==> src/rtl/ex_bypass_net.sv <==
// ex_bypass_net: execute-stage operand bypass network with a DEPTH-entry writer history.
// Latency: the lookup and operand muxes are combinational. History shift, load fill and
// ld_lost update on the rising clk edge.
// Backpressure: stall is raised when a source hits a load that is still waiting for its data.
//   Ports: rs1/rs2 addr and rf data in; pc/imm with asel/bsel in; the EX writer
//   (ex_valid/ex_we/ex_is_load/ex_rd/ex_result) in; load return (ld_valid/ld_data) in.
//   rs1_br/rs2_br, alu_a/alu_b, stall and sticky ld_lost out.
// Optional: define EX_BYPASS_STATS_EN to add the fwd_hits and stall_cycles counters.
module ex_bypass_net #(
  parameter int XLEN  = 32,
  parameter int DEPTH = 2
) (
  input  logic            clk,
  input  logic            rst_n,
  input  logic [4:0]      rs1_addr,
  input  logic [4:0]      rs2_addr,
  input  logic [XLEN-1:0] rs1_rf,
  input  logic [XLEN-1:0] rs2_rf,
  input  logic [XLEN-1:0] pc,
  input  logic [XLEN-1:0] imm,
  input  logic            asel,
  input  logic            bsel,
  input  logic            ex_valid,
  input  logic            ex_we,
  input  logic            ex_is_load,
  input  logic [4:0]      ex_rd,
  input  logic [XLEN-1:0] ex_result,
  input  logic            ld_valid,
  input  logic [XLEN-1:0] ld_data,
  output logic [XLEN-1:0] rs1_br,
  output logic [XLEN-1:0] rs2_br,
  output logic [XLEN-1:0] alu_a,
  output logic [XLEN-1:0] alu_b,
  output logic            stall,
  output logic            ld_lost
`ifdef EX_BYPASS_STATS_EN
  ,
  output logic [31:0]     fwd_hits,
  output logic [31:0]     stall_cycles
`endif
);

  // History: index 0 is the youngest entry.
  logic [DEPTH-1:0] vld_q, vld_d, rdy_q, rdy_d;
  logic [4:0]       rd_q  [DEPTH];
  logic [4:0]       rd_d  [DEPTH];
  logic [XLEN-1:0]  dat_q [DEPTH];
  logic [XLEN-1:0]  dat_d [DEPTH];
  logic             ld_lost_q, ld_lost_d;

  logic [XLEN-1:0]  rs1_fwd, rs2_fwd;
  logic             rs1_haz, rs2_haz;
`ifdef EX_BYPASS_STATS_EN
  logic             rs1_hit, rs2_hit;
`endif

  // Lookup: walk from oldest to youngest so the youngest match is the last
  // one written and therefore wins.
  always_comb begin
    rs1_fwd = rs1_rf;
    rs2_fwd = rs2_rf;
    rs1_haz = 1'b0;
    rs2_haz = 1'b0;
`ifdef EX_BYPASS_STATS_EN
    rs1_hit = 1'b0;
    rs2_hit = 1'b0;
`endif
    for (int i = DEPTH - 1; i >= 0; i--) begin
      if (vld_q[i] && (rd_q[i] == rs1_addr) && (rs1_addr != 5'd0)) begin
        rs1_haz = !rdy_q[i];
        rs1_fwd = rdy_q[i] ? dat_q[i] : rs1_rf;
`ifdef EX_BYPASS_STATS_EN
        rs1_hit = rdy_q[i];
`endif
      end
      if (vld_q[i] && (rd_q[i] == rs2_addr) && (rs2_addr != 5'd0)) begin
        rs2_haz = !rdy_q[i];
        rs2_fwd = rdy_q[i] ? dat_q[i] : rs2_rf;
`ifdef EX_BYPASS_STATS_EN
        rs2_hit = rdy_q[i];
`endif
      end
    end
  end

  assign rs1_br  = rs1_fwd;
  assign rs2_br  = rs2_fwd;
  assign alu_a   = asel ? pc  : rs1_fwd;
  assign alu_b   = bsel ? imm : rs2_fwd;
  assign stall   = rs1_haz | rs2_haz;
  assign ld_lost = ld_lost_q;

  // Next state: shift by one, insert the EX writer at slot 0, then let a load
  // return fill the oldest pending entry among the post-shift slots 1..DEPTH-1.
  // Slot 0 is excluded because the instruction entering this cycle cannot
  // already have its load data.
  logic [DEPTH-1:0] fill_oh;
  logic             fill_found;

  always_comb begin
    fill_oh    = '0;
    fill_found = 1'b0;
    for (int i = DEPTH - 1; i >= 1; i--) begin
      if (!fill_found && vld_q[i-1] && !rdy_q[i-1]) begin
        fill_found = 1'b1;
        fill_oh[i] = 1'b1;
      end
    end

    vld_d    = '0;
    rdy_d    = '0;
    vld_d[0] = ex_valid & ex_we & (ex_rd != 5'd0);
    rdy_d[0] = !ex_is_load;
    rd_d[0]  = ex_rd;
    dat_d[0] = ex_result;
    for (int i = 1; i < DEPTH; i++) begin
      vld_d[i] = vld_q[i-1];
      rd_d[i]  = rd_q[i-1];
      if (ld_valid && fill_oh[i]) begin
        rdy_d[i] = 1'b1;
        dat_d[i] = ld_data;
      end else begin
        rdy_d[i] = rdy_q[i-1];
        dat_d[i] = dat_q[i-1];
      end
    end

    // The oldest slot falls off this edge; losing a pending load is sticky.
    ld_lost_d = ld_lost_q | (vld_q[DEPTH-1] & !rdy_q[DEPTH-1]);
  end

  always_ff @(posedge clk or negedge rst_n) begin
    if (!rst_n) begin
      vld_q     <= '0;
      rdy_q     <= '0;
      ld_lost_q <= 1'b0;
      for (int i = 0; i < DEPTH; i++) begin
        rd_q[i]  <= '0;
        dat_q[i] <= '0;
      end
    end else begin
      vld_q     <= vld_d;
      rdy_q     <= rdy_d;
      ld_lost_q <= ld_lost_d;
      for (int i = 0; i < DEPTH; i++) begin
        rd_q[i]  <= rd_d[i];
        dat_q[i] <= dat_d[i];
      end
    end
  end

`ifdef EX_BYPASS_STATS_EN
  logic [31:0] fwd_hits_q, stall_cycles_q;

  always_ff @(posedge clk or negedge rst_n) begin
    if (!rst_n) begin
      fwd_hits_q     <= '0;
      stall_cycles_q <= '0;
    end else begin
      fwd_hits_q     <= fwd_hits_q + 32'(rs1_hit | rs2_hit);
      stall_cycles_q <= stall_cycles_q + 32'(stall);
    end
  end

  assign fwd_hits     = fwd_hits_q;
  assign stall_cycles = stall_cycles_q;
`endif

endmodule
==> config.mk <==
export PLATFORM = sky130hd
export DESIGN_NAME = ex_bypass_net
export DESIGN_NICKNAME = d
export VERILOG_FILES = /design/src/rtl/ex_bypass_net.sv
export SDC_FILE = /design/constraint.sdc
export NUM_CORES = 1
export LEC_CHECK = 0
export CAP_MARGIN = 25
export CORE_MARGIN = 1.5
export CORE_UTILIZATION = 37
export DETAILED_ROUTE_END_ITERATION = 8
export PLACE_DENSITY = 0.86
export SYNTH_ARGS = -nofsm -noshare
export SYNTH_HDL_FRONTEND = slang
export SYNTH_SLANG_ARGS = --single-unit
==> constraint.sdc <==
create_clock -name clk -period 2.6 [get_ports clk]
set_clock_uncertainty 0.1 [all_clocks]
set_input_delay 0.52 -clock clk [delete_from_list [all_inputs] [get_ports clk]]
set_output_delay 0.52 -clock clk [all_outputs]
set_load 0.05 [all_outputs]
# [After elaboration in Yosys (flattened, before gate mapping)]
# Cells that the tools add are included.
[word_totals] reg_bits=79
[classes] n_eq_ne=4 n_mux=17 n_bitwise=5 n_reduce_logical=16
[ops] operator="32-bit 2-to-1 mux" n=11
[ops] operator="5-bit equality test" n=4
[ops] operator="5-bit nonzero test" n=3
[ops] operator="1-bit logical AND" n=10
[ops] operator="1-bit 2-to-1 mux" n=6
[ops] operator="1-bit AND" n=3
[ops] operator="1-bit logical NOT" n=3
[ops] operator="1-bit OR" n=2

# [Logic depth before layout (Yosys ltp)]
[logic_depth] depth_word=6 mapped_depth=8 mapped_depth_nobuf=5

# [Worst setup path before layout]
# No wires, ideal clock.
[synth_path] path_kind="input to output" startpoint="in rs1_addr[2]" endpoint="out alu_a[0]" arrival_time_ns=3.399 slack_ns=-1.419 path_stages=6 n_path_buf=1 cell_sequence="or4_4 > o211a_4 > and2_1 > buf_6 > o31ai_1 > mux2_2"
[synth_via] elab_chain_len=6
[synth_lines] element="from (decl)" line="15" text="input logic [4:0] rs1_addr,"
[synth_lines] element="5-bit equality test" line="69" text="if (vld_q[i] && (rd_q[i] == rs1_addr) && (rs1_addr != 5'd0)) begin"
[synth_lines] element="1-bit logical AND (2 in series)" line="69"
[synth_lines] element="32-bit 2-to-1 mux" line="69"
[synth_lines] element="32-bit 2-to-1 mux *" line="69"
[synth_lines] element="net rs1_br[0]" line="30" text="output logic [XLEN-1:0] rs1_br,"
[synth_lines] element="32-bit 2-to-1 mux *" line="88" text="assign alu_a = asel ? pc : rs1_fwd;"
[synth_lines] element="to (decl)" line="32" text="output logic [XLEN-1:0] alu_a,"
# Mark *: on every way through the listed nets, which the timed path passes. The rest lies on a longest branch.

# [Worst setup path in the final report]
[layout_path] startpoint="in rs1_addr[4]" endpoint="out alu_a[13]"
[layout_via] elab_chain_len=6
[layout_lines] element="5-bit equality test" line="69"
[layout_lines] element="1-bit logical AND (2 in series)" line="69"
[layout_lines] element="32-bit 2-to-1 mux" line="69"
[layout_lines] element="32-bit 2-to-1 mux *" line="69"
[layout_lines] element="32-bit 2-to-1 mux *" line="88"
# Mark *: on every way between the ends. The rest lies on a longest branch, timed or not.

==> metrics.md <==
| Metric | Value |
|---|---|
| Area Overhead vs Synth | 118.7% |
| Fin worst setup slack | -0.6478 ns |
| Clk pwr share | about 25% |
| Status | complete, but fails checks |
| P_leak | between 6 and 7 nW |
| Final hold vios | 0 |
| Max Cap Viol | 0 |
| Worst skew pair latency | roughly 0.35 ns |
| Layout net count | 1384 |
| Peak supply drop | approximately 0.00043 V |
| Die Y | between 100 and 150 um |
| Arrival time at the worst endpoint | between 2 and 3 ns |
| Buffers added on ports | 344 |
| DR vias | 8555 |
| Register area share after synthesis | 29.44% |
| Total gr overflow | 0 |
| Vias in the first global route | 9331 |
| Critical Path RT | ~2 ns |
| Hold Buf Count CTS | 0 |
| Violated checks | setup timing |
| Hold Crit Class | in -> async |
| Starting Density | between 30% and 40% |
| CP Max Fanout | 5 |
| Fill cells | 848 |
| Clock transition at the registers of the reported paths | roughly 0.060 ns |
| Sw Share | 36.87% |
| Yosys cell types | 28 |
| Root buffer cell | clkbuf_16 |
| Final WL | approximately 35 mm |
| Antenna Violating Nets Remaining | 0 |
| GPL Wtd Cong | around 0.85 |
| Largest net degree at the start of global routing | 100 |
| # rows | 49 |
| Initial antenna violation count | 2 |
| Fmax | roughly 310 MHz |
| Minimum hold slack | around 0.050 ns |
| Cell Area, Synth | 6715 um2 |
| Die area | 18970 um2 |
| Tot Pwr | about 0.0055 W |
| Synth Instances | 748 |
| I/O pin count | approximately 350 |
| Drt drc | 0 |
| Least-Margin Pin Slew | around 0.55 ns |
| Gr usage total | between 30% and 40% |
| Max-slew violations | 0 |
| Dpl hpwl | around 22 mm |
| H-tree lvl count | 3 |
| Critical path class | in -> out |
| Comb power frac | 50.9% |
| Post-Syn Nets | about 960 |
| # setup viols final | ~130 |
| Starting DRC count in detailed routing | roughly 610 |
| Crit share post-route | 124.9% |
| First-pass GRT wire length | between 50 and 60 mm |
| Part of the power in registers | 24.6% |
| Total clock sinks | between 70 and 80 |
| Post-Syn Area per Cell | 8.978 um2 |
| TritonCTS clock tree | yes |
| Avg WL per Cell | 24.57 um |
| PwrDens | roughly 370 nW/um2 |
| Drt first pass iters | 7 |
| Die W | between 100 and 150 um |
| CTS Buf Count | 9 |
| Share of post-route cells with drive strength above 1 | a little under half |
| Type of destination of the critical path | primary output |
| Startpoint Class | input pin |
| Syn. warnings | 0 |
| RSZ-0062 raised after global routing | yes |
| Clk buf depth | 2 |
| Final min period | 3.248 ns |
| Flip-flop and latch count after synthesis | between 70 and 80 |
| Core ar. | approximately 18000 um2 |
| Cell-internal power | 0.003444 W |
| Sw power | 0.002011 W |
| Slew HR | a little over three fifths |
| Vias per std cell | ~6 |
==> registers in the layout (all words and copies together), names as in the netlist <==
| register | count |
|---|---|
| rd_q | 5 |
| rd_d | 5 |
| vld_q | 2 |
| rdy_q | 2 |
| dat_q | 64 |
| ld_lost | 1 |
==> cells by family (layout without fill, tap and decap cells) <==
kind of cell | count (synthesis) | count (layout) | synth area share, %
AOI/OAI and AO/OA | 265 | 266 | 33.02
buffers and inverters | 147 | 571 | 9.223
and+or+nand+nor | 141 | 142 | 9.614
muxes | 96 | 96 | 16.10
DFF | 79 | 79 | 29.44
xor gates and xnor gates | 20 | 20 | 2.608
other | 0 | 2 | 0
==> final cells by class <==
| class | instances | area, um2 | share of cell area [%] |
|---|---|---|---|
| clock inverter | 7 | 78.83 | 0.5367 |
| sequential | 79 | 1983 | 13.50 |
| timing repair buffer | 489 | 6435 | 43.81 |
| antenna | 2 | 5.005 | 0.03407 |
| inverter | 66 | 247.7 | 1.687 |
| clock buffer | 9 | 225.2 | 1.533 |
| tap | 229 | 286.5 | 1.951 |
| multi-input combinational | 524 | 5426 | 36.95 |
==> cell usage after synthesis <==
cell / n / area [um2]
o22ai_1: 1 / 6.260
buf_2: 6 / 30.03
a21o_1: 2 / 15.01
nand3_1: 64 / 320.3
nor2_1: 1 / 3.750
nand2_1: 66 / 247.7
nand3b_1: 1 / 7.510
and2_1: 2 / 12.51
o21ai_0: 64 / 320.3
inv_1: 66 / 247.7
dfrtp_1: 79 / 1977
o2bb2ai_1: 1 / 8.760
mux2_2: 96 / 1081
o2111a_1: 64 / 720.7
xor2_1: 16 / 140.1
o211a_1: 2 / 20.02
or3_1: 1 / 6.260
buf_6: 8 / 90.09
nor4_1: 4 / 25.02
clkbuf_1: 60 / 225.2
xnor2_1: 4 / 35.03
a21oi_1: 64 / 320.3
o31ai_1: 8 / 60.06
or4_4: 2 / 22.52
o211a_4: 2 / 35.03
buf_1: 7 / 26.28
o31ai_2: 56 / 700.7
o311a_1: 1 / 10.01
==> routing by layer <==
metal	wire, um	part of all wire, %	vias up	global-route usage [%]
met1	11510	33	4095	38.17
met3	3104	9.0	192	8.867
met4	2448	7.1	0	25.81
met5	0	0	-	0
li1	-	-	3627	-
met2	17460	51	641	63.17
==> critical path: stages <==
cell and delay (ns):
buf_6 0.09, or4_4 0.58, o211a_4 0.30, and2_4 0.17, buf_12 0.14, buf_16 0.15, o31ai_4 0.32, mux2_4 0.22
buf_12 0.13
==> path summary, 6_finish.rpt <==
check                           cells after the start  slack [ns]                   to          startpoint
min in group clk                                    0        0.36    rd_q[4]$_DFF_PN0_   rd_d[4]$_DFF_PN0_
worst min-delay path                                1        0.05  dat_q[34]$_DFF_PN0_               rst_n
max in group asynchronous                           2        1.70   rdy_q[1]$_DFF_PN0_               rst_n
worst max register to register                      4        0.79  dat_q[21]$_DFF_PN0_  rdy_q[0]$_DFF_PN0_
worst max-delay path                                9       -0.65            alu_a[13]         rs1_addr[4]
worst min register to register                      0        0.36    rd_q[4]$_DFF_PN0_   rd_d[4]$_DFF_PN0_
==> stage by stage <==
step / instances / area (um2) / setup TNS, ns / util, % / setup WS, ns
finish: 1405 / 14690 / -67.27 / 82.05 / -0.6478
CTS: 1402 / 14550 / -66.71 / 81.28 / -0.6043
floorplan: 748 / 7717 / -58.86 / - / -0.6708
global placement: 1350 / 13130 / -106.58 / 73.32 / -0.9586
detailed placement: 1350 / 13130 / -110.75 / 73.32 / -0.9948
global route: 1405 / 14690 / -73.30 / 82.05 / -0.6902
==> repair_timing <==
item | CTS | global route
gates cloned | 15 | 0
endpoints found under the setup margin | 129 | 129
buffers inserted | 21 | 6
pin swaps | 53 | 36
gates resized for setup | 169 | 41
==> placed cells by master, fill, tap and decap left out, types with 2 or more instances in the layout <==
cell / instances
clkdlybuf4s50_1: 202
buf_12: 140
dfrtp_1: 76
buf_4: 74
inv_1: 66
nand2_1: 66
o21ai_0: 64
o31ai_4: 64
mux2_4: 64
o2111a_1: 58
nand3_1: 46
a21oi_1: 36
buf_6: 34
mux2_2: 32
buf_8: 19
nand3_2: 16
xor2_1: 14
a21oi_2: 14
a21oi_4: 14
buf_16: 12
clkbuf_16: 9
o2111a_2: 6
o211a_4: 5
buf_2: 5
xnor2_1: 3
and2_4: 3
clkinvlp_4: 3
inv_6: 3
diode_2: 2
nor4_4: 2
or4_4: 2
xor2_2: 2
nor4_2: 2
nand3_4: 2
a21o_1: 2
clkdlybuf4s15_2: 2
dfrtp_2: 2
==> power groups by stage <==
stage	sequential [W]	combinational, W	clock (W)
floorplan	0.00134	0.00122	0
global placement	0.00136	0.00245	0
global route	0.00135	0.00287	0.00141
finish	0.00134	0.00277	0.00134
detailed placement	0.00136	0.00250	0
CTS	0.00134	0.00271	0.00135
(Power assumes the default switching activity.)
